**config.mk**
```make
export PLATFORM = sky130hd
export DESIGN_NAME = text_to_bcd_3
export DESIGN_NICKNAME = d
export VERILOG_FILES = /design/src/rtl/text_to_bcd_3.sv
export SDC_FILE = /design/constraint.sdc
export NUM_CORES = 1
export LEC_CHECK = 0
export CORE_ASPECT_RATIO = 0.5
export CORE_MARGIN = 10
export CORE_UTILIZATION = 51
export CTS_BUF_LIST = sky130_fd_sc_hd__clkbuf_8
export DETAILED_ROUTE_END_ITERATION = 10
export PLACE_DENSITY = 0.73
export SLEW_MARGIN = 40
export SYNTH_ARGS = -nofsm -noshare
export SYNTH_HDL_FRONTEND = slang
export SYNTH_SLANG_ARGS = --single-unit
```
**constraint.sdc**
```tcl
create_clock -name clk -period 3.3 [get_ports clk]
set_input_delay 0.66 -clock clk [delete_from_list [all_inputs] [get_ports clk]]
set_output_delay 0.66 -clock clk [all_outputs]
set_load 0.01 [all_outputs]
```
**src/rtl/text_to_bcd_3.sv**
```systemverilog
// ============================================================================
//  Module      : text_to_bcd_3
//  Description : Serial ASCII-to-BCD entry parser. Takes one ASCII character
//                per handshake, collects up to three decimal digits and, on
//                the terminator, delivers a 10-bit packed BCD value
//                ({hundreds[1:0], tens[3:0], ones[3:0]}, range 000-399).
//                Malformed entries produce a one-cycle error pulse with a
//                cause code. A mid-entry idle timeout aborts stale entries.
//  Options     : `define TEXT_TO_BCD_BACKSPACE_EN makes 0x08 delete the last
//                digit; otherwise 0x08 is an illegal character.
//  Ports       : clk        - system clock, rising edge
//                reset      - synchronous, active-high reset
//                char_in    - ASCII character
//                char_valid - char_in is valid
//                char_ready - parser can accept a character (low in DONE)
//                bcd_data   - packed BCD result, holds last delivered value
//                bcd_valid  - bcd_data valid, held until bcd_ready
//                bcd_ready  - consumer accepts bcd_data
//                err        - one-cycle error pulse
//                err_code   - 00 empty, 01 illegal, 10 overflow, 11 timeout
//  Revision    : 1.0 - initial release
// ============================================================================
`default_nettype none

module text_to_bcd_3 #(
    parameter logic [7:0]  TERM_CHAR      = 8'h0D,
    parameter logic [7:0]  CLEAR_CHAR     = 8'h1B,
    parameter int unsigned TIMEOUT_CYCLES = 1000000
) (
    input  logic       clk,
    input  logic       reset,
    input  logic [7:0] char_in,
    input  logic       char_valid,
    output logic       char_ready,
    output logic [9:0] bcd_data,
    output logic       bcd_valid,
    input  logic       bcd_ready,
    output logic       err,
    output logic [1:0] err_code
);

    // Counter only needs to reach TIMEOUT_CYCLES-1; the fault fires on the
    // edge where it would otherwise advance past that value.
    localparam int unsigned     c_tmo_w    = (TIMEOUT_CYCLES > 1) ? $clog2(TIMEOUT_CYCLES) : 1;
    localparam logic [c_tmo_w-1:0] c_tmo_last =
        (TIMEOUT_CYCLES > 0) ? c_tmo_w'(TIMEOUT_CYCLES - 1) : '0;
    localparam bit              c_tmo_en   = (TIMEOUT_CYCLES != 0);

    localparam logic [1:0] c_err_empty    = 2'b00;
    localparam logic [1:0] c_err_illegal  = 2'b01;
    localparam logic [1:0] c_err_overflow = 2'b10;
    localparam logic [1:0] c_err_timeout  = 2'b11;

    typedef enum logic [1:0] {
        S_IDLE    = 2'd0,
        S_COLLECT = 2'd1,
        S_DONE    = 2'd2
    } state_t;

    state_t               r_state;
    logic [1:0]           r_hund;
    logic [3:0]           r_tens;
    logic [3:0]           r_ones;
    logic [1:0]           r_cnt;
    logic [c_tmo_w-1:0]   r_tmo;
    logic [9:0]           r_bcd_data;
    logic                 r_bcd_valid;
    logic                 r_err;
    logic [1:0]           r_err_code;

    logic       w_accept;
    logic       w_is_digit;
    logic       w_is_space;
    logic       w_is_term;
    logic       w_is_clear;
    logic       w_is_bs;
    logic [3:0] w_digit;
    logic       w_fault;
    logic [1:0] w_fault_code;

    assign char_ready = (r_state != S_DONE);
    assign w_accept   = char_valid && char_ready;
    assign w_digit    = char_in[3:0];
    assign w_is_digit = (char_in >= 8'h30) && (char_in <= 8'h39);
    assign w_is_space = (char_in == 8'h20);
    assign w_is_term  = (char_in == TERM_CHAR);
    assign w_is_clear = (char_in == CLEAR_CHAR);

`ifdef TEXT_TO_BCD_BACKSPACE_EN
    assign w_is_bs = (char_in == 8'h08);
`else
    assign w_is_bs = 1'b0;
`endif

    // Error detection, evaluated in character-class priority order. All
    // error causes share the same recovery, so the sequential block only
    // needs to know whether and why.
    always_comb begin
        w_fault      = 1'b0;
        w_fault_code = c_err_empty;
        if (w_accept) begin
            if (w_is_digit) begin
                // A third digit is legal only if the leading digit fits in
                // the 2-bit hundreds field.
                if ((r_cnt == 2'd3) || ((r_cnt == 2'd2) && (r_tens > 4'd3))) begin
                    w_fault      = 1'b1;
                    w_fault_code = c_err_overflow;
                end
            end else if (w_is_space) begin
                if (r_cnt != 2'd0) begin
                    w_fault      = 1'b1;
                    w_fault_code = c_err_illegal;
                end
            end else if (w_is_term) begin
                if (r_cnt == 2'd0) begin
                    w_fault      = 1'b1;
                    w_fault_code = c_err_empty;
                end
            end else if (w_is_clear || w_is_bs) begin
                w_fault = 1'b0;
            end else begin
                w_fault      = 1'b1;
                w_fault_code = c_err_illegal;
            end
        end else if (c_tmo_en && (r_state == S_COLLECT) && (r_tmo == c_tmo_last)) begin
            w_fault      = 1'b1;
            w_fault_code = c_err_timeout;
        end
    end

    always_ff @(posedge clk) begin
        if (reset) begin
            r_state     <= S_IDLE;
            r_hund      <= 2'd0;
            r_tens      <= 4'd0;
            r_ones      <= 4'd0;
            r_cnt       <= 2'd0;
            r_tmo       <= '0;
            r_bcd_data  <= 10'h000;
            r_bcd_valid <= 1'b0;
            r_err       <= 1'b0;
            r_err_code  <= 2'b00;
        end else begin
            r_err <= 1'b0;
            if (w_fault) begin
                r_state    <= S_IDLE;
                r_hund     <= 2'd0;
                r_tens     <= 4'd0;
                r_ones     <= 4'd0;
                r_cnt      <= 2'd0;
                r_tmo      <= '0;
                r_err      <= 1'b1;
                r_err_code <= w_fault_code;
            end else if (r_state == S_DONE) begin
                if (bcd_ready) begin
                    r_state     <= S_IDLE;
                    r_bcd_valid <= 1'b0;
                    r_hund      <= 2'd0;
                    r_tens      <= 4'd0;
                    r_ones      <= 4'd0;
                    r_cnt       <= 2'd0;
                    r_tmo       <= '0;
                end
            end else if (w_accept) begin
                r_tmo <= '0;
                if (w_is_digit) begin
                    // Shift digits left by one decimal place.
                    r_hund  <= r_tens[1:0];
                    r_tens  <= r_ones;
                    r_ones  <= w_digit;
                    r_cnt   <= r_cnt + 2'd1;
                    r_state <= S_COLLECT;
                end else if (w_is_space) begin
                    r_state <= r_state;
                end else if (w_is_term) begin
                    r_bcd_data  <= {r_hund, r_tens, r_ones};
                    r_bcd_valid <= 1'b1;
                    r_state     <= S_DONE;
                end else if (w_is_clear) begin
                    r_hund  <= 2'd0;
                    r_tens  <= 4'd0;
                    r_ones  <= 4'd0;
                    r_cnt   <= 2'd0;
                    r_state <= S_IDLE;
                end else if (w_is_bs) begin
                    if (r_cnt != 2'd0) begin
                        r_ones <= r_tens;
                        r_tens <= {2'b00, r_hund};
                        r_hund <= 2'd0;
                        r_cnt  <= r_cnt - 2'd1;
                        if (r_cnt == 2'd1) begin
                            r_state <= S_IDLE;
                        end
                    end
                end
            end else if (c_tmo_en && (r_state == S_COLLECT)) begin
                r_tmo <= r_tmo + 1'b1;
            end
        end
    end

    assign bcd_data  = r_bcd_data;
    assign bcd_valid = r_bcd_valid;
    assign err       = r_err;
    assign err_code  = r_err_code;

endmodule

`default_nettype wire

```
==> results.txt <==
Status: finished clean
Via density: 5.72
CP Class: input pin to flop
Startpoint Class: input pin
CP endpoint kind: flop
GRT Overall Usage: 14.3%
Clock buffer count from CTS: 5
Largest net degree at the start of global routing: 24
Final Hold Viols: 0
Skew final: 9.77 ps
Crit Reg-Reg Startpoint: r_cnt[1]$_SDFFE_PP0P_
#FFs+latches synth: 48
Hold path startpoint: bcd_data[8]$_SDFFE_PP0P_
Clock Root Buffer: clkbuf_8
Via count: 2186
Latest clock arrival within the worst-skew pair: 300 ps
RSZ-0062 raised after global routing: no
Most frequent cells in the layout: 48 x dfxtp_1, 30 x nand2_1, 28 x nor2_1
Syn nets: 298
Post-CTS Resized: 0
Most common cell after layout, fill and taps aside: dfxtp_1
Ratio of cells with drive above 1 in the final layout: 13.8%
# setup viols final: 0
First-pass GRT wire length: 10300 um
Worst Path Arrival: 3170 ps
Register area share after synthesis: 37.8%
Mapped Area: 2540 um^2
Max-cap viol count: 0
Residual DRC: 0
EDFF count, synth: 0
Placer Congestion: 0.780
Slowest CP cell: nor2_1
Drt pass-1 iters: 4
CP peak stage delay: 700 ps
Max Slew Vio Count: 0
Maximum vdd ir drop: 0.000174 V
Fmax: 339 MHz
Antenna violations before repair: 0
Ant. Diodes: 0
CTS tree: done
CTS H-tree lvls: 2
Port Buf Inserts: 26
Most used DFF post-synth: dfxtp_1
Placeable Area: 4860 um^2
CP Launch Point: char_in[7]
Global route overflow: 0
Avg Inst Size Synth: 9.02 um^2
Routed Antenna Nets: 0
WL per Instance: 15.5 um
Cells after Synth: 282
CP cell instances: clkdlybuf4s50_1, nor3b_1, nand3_1, nor2_1, inv_1, a221oi_2
Least-Margin Pin Slew: 850 ps
Starting Density: 52.3%
DRT iter0 DRCs: 167
Die outline height: 69.9 um
Synth async-reset ratio: 0%
Routed WL: 5920 um
Vias in the first global route: 2174
Hold crit path type: flop to flop
Final nets: 327
Netlist cell types: 58
Slew headroom: 43.1%
CP max FO: 12
Placed insts: 374
Top Ports: 27
Synth warnings: 0
Area Growth Syn to Fin: 16.5%
Setup bufs post-CTS: 0
Final Total Pwr: 0.00101 W
Die W: 120 um
Clock transition at path regs: 90 ps
Clk sinks: 48
CTS Hold Buffers Added: 0
Final critical-path required period: 2950 ps
Detailed Place HPWL: 4410 um
Cell Rows: 18
Worst path required time: 3520 ps
P_leak: 0.898 nW
P per Cell Area: 339 nW/um^2
CTS Buffer Depth: 2
Fin util: 60.9%
Tcrit/Tclk final: 89.4%
Setup_tns: 0 ps
Non-Filler Instances: 382
Die area: 8380 um^2
## cell type report
type,count,area [um^2]
multi-input cells,209,1440
inverters,8,30.0
fillers,456,1900
clock inverters,3,20.0
clock buffers,5,68.8
well taps,70,87.6
repair buffers,39,358
flip-flops and latches,48,961
## synthesized netlist by cell type, types with 3 or more instances
| cell | number | area [um^2] |
|---|---|---|
| a21oi_1 | 5 | 25.0 |
| a21oi_2 | 8 | 70.1 |
| a22oi_1 | 10 | 75.1 |
| buf_2 | 4 | 20.0 |
| buf_4 | 4 | 30.0 |
| clkbuf_1 | 3 | 11.3 |
| dfxtp_1 | 48 | 961 |
| ha_1 | 4 | 50.1 |
| inv_1 | 8 | 30.0 |
| mux2i_1 | 10 | 100 |
| nand2_1 | 30 | 113 |
| nand3_1 | 9 | 45.0 |
| nand3b_1 | 4 | 30.0 |
| nand4_1 | 6 | 37.5 |
| nor2_1 | 28 | 105 |
| nor3_1 | 7 | 35.0 |
| nor4_1 | 6 | 37.5 |
| nor4b_1 | 5 | 43.8 |
| o211ai_1 | 12 | 90.1 |
| o21ai_0 | 5 | 25.0 |
| xnor2_1 | 9 | 78.8 |
| xor2_1 | 9 | 78.8 |
## path summary, 6_finish.rpt
check | endpoint | slack, ps | cells past startpoint
worst min register to register | bcd_data[8]$_SDFFE_PP0P_ | 460 | 2
worst min-delay path | bcd_data[8]$_SDFFE_PP0P_ | 460 | 2
worst max register to register | bcd_data[0]$_SDFFE_PP0P_ | 620 | 9
worst max-delay path | r_cnt[0]$_SDFFE_PP0P_ | 350 | 6
## registers in the layout, indices dropped and copies added, names as in the netlist
name	flops
r_state	2
r_tmo	20
r_hund	2
bcd_data	10
r_tens	4
err_code	2
r_ones	4
err	1
bcd_valid	1
r_cnt	2
## cell families (layout without fill, tap and decap cells)
kind of cell | Yosys count | count (layout) | share of synthesized area (%)
buffers and inverters | 25 | 55 | 6.15
XOR/XNOR | 18 | 18 | 6.20
flip-flops | 48 | 48 | 37.8
AO/OA/AOI/OAI | 60 | 60 | 19.2
multiplexers | 11 | 11 | 4.38
adder cells (fa/ha/maj) | 4 | 4 | 1.97
AND/OR/NAND/NOR | 116 | 116 | 24.3
## metrics by stage
step / hold WS, ps / cell area (um^2) / setup slack (ps)
2_1_floorplan: 452 / 2540 / 593
3_3_place_gp: 442 / 2870 / 222
3_5_place_dp: 453 / 2870 / 144
4_1_cts: 468 / 2960 / 452
5_1_grt: 482 / 2960 / 238
6_report: 461 / 2960 / 350
## layer usage
| layer | global-route usage (%) | vias up | share of wire, % | wire [um] |
|---|---|---|---|---|
| li1 | - | 1086 | - | - |
| met1 | 17.9 | 1045 | 44 | 2610 |
| met2 | 23.7 | 53 | 49 | 2920 |
| met3 | 3.69 | 2 | 5.9 | 350 |
| met4 | 4.12 | 0 | 0.59 | 35 |
| met5 | 0 | - | 0 | 0 |
## worst max-delay path, delay by kind of cell
kind	cells	cell delay [ps]
buf+inv	2	780
simple gates	3	1420
compound gates	1	310
## where the power goes
part	leakage, nW	switching [W]	total (W)	internal, W
Combinational	0.465	0.0000463	0.0000798	0.0000335
Sequential	0.387	0.00000108	0.000582	0.000581
Clock	0.0455	0.000196	0.000344	0.000148
Total	0.898	0.000244	0.00101	0.000762
Power figures use the tool's default switching activity.
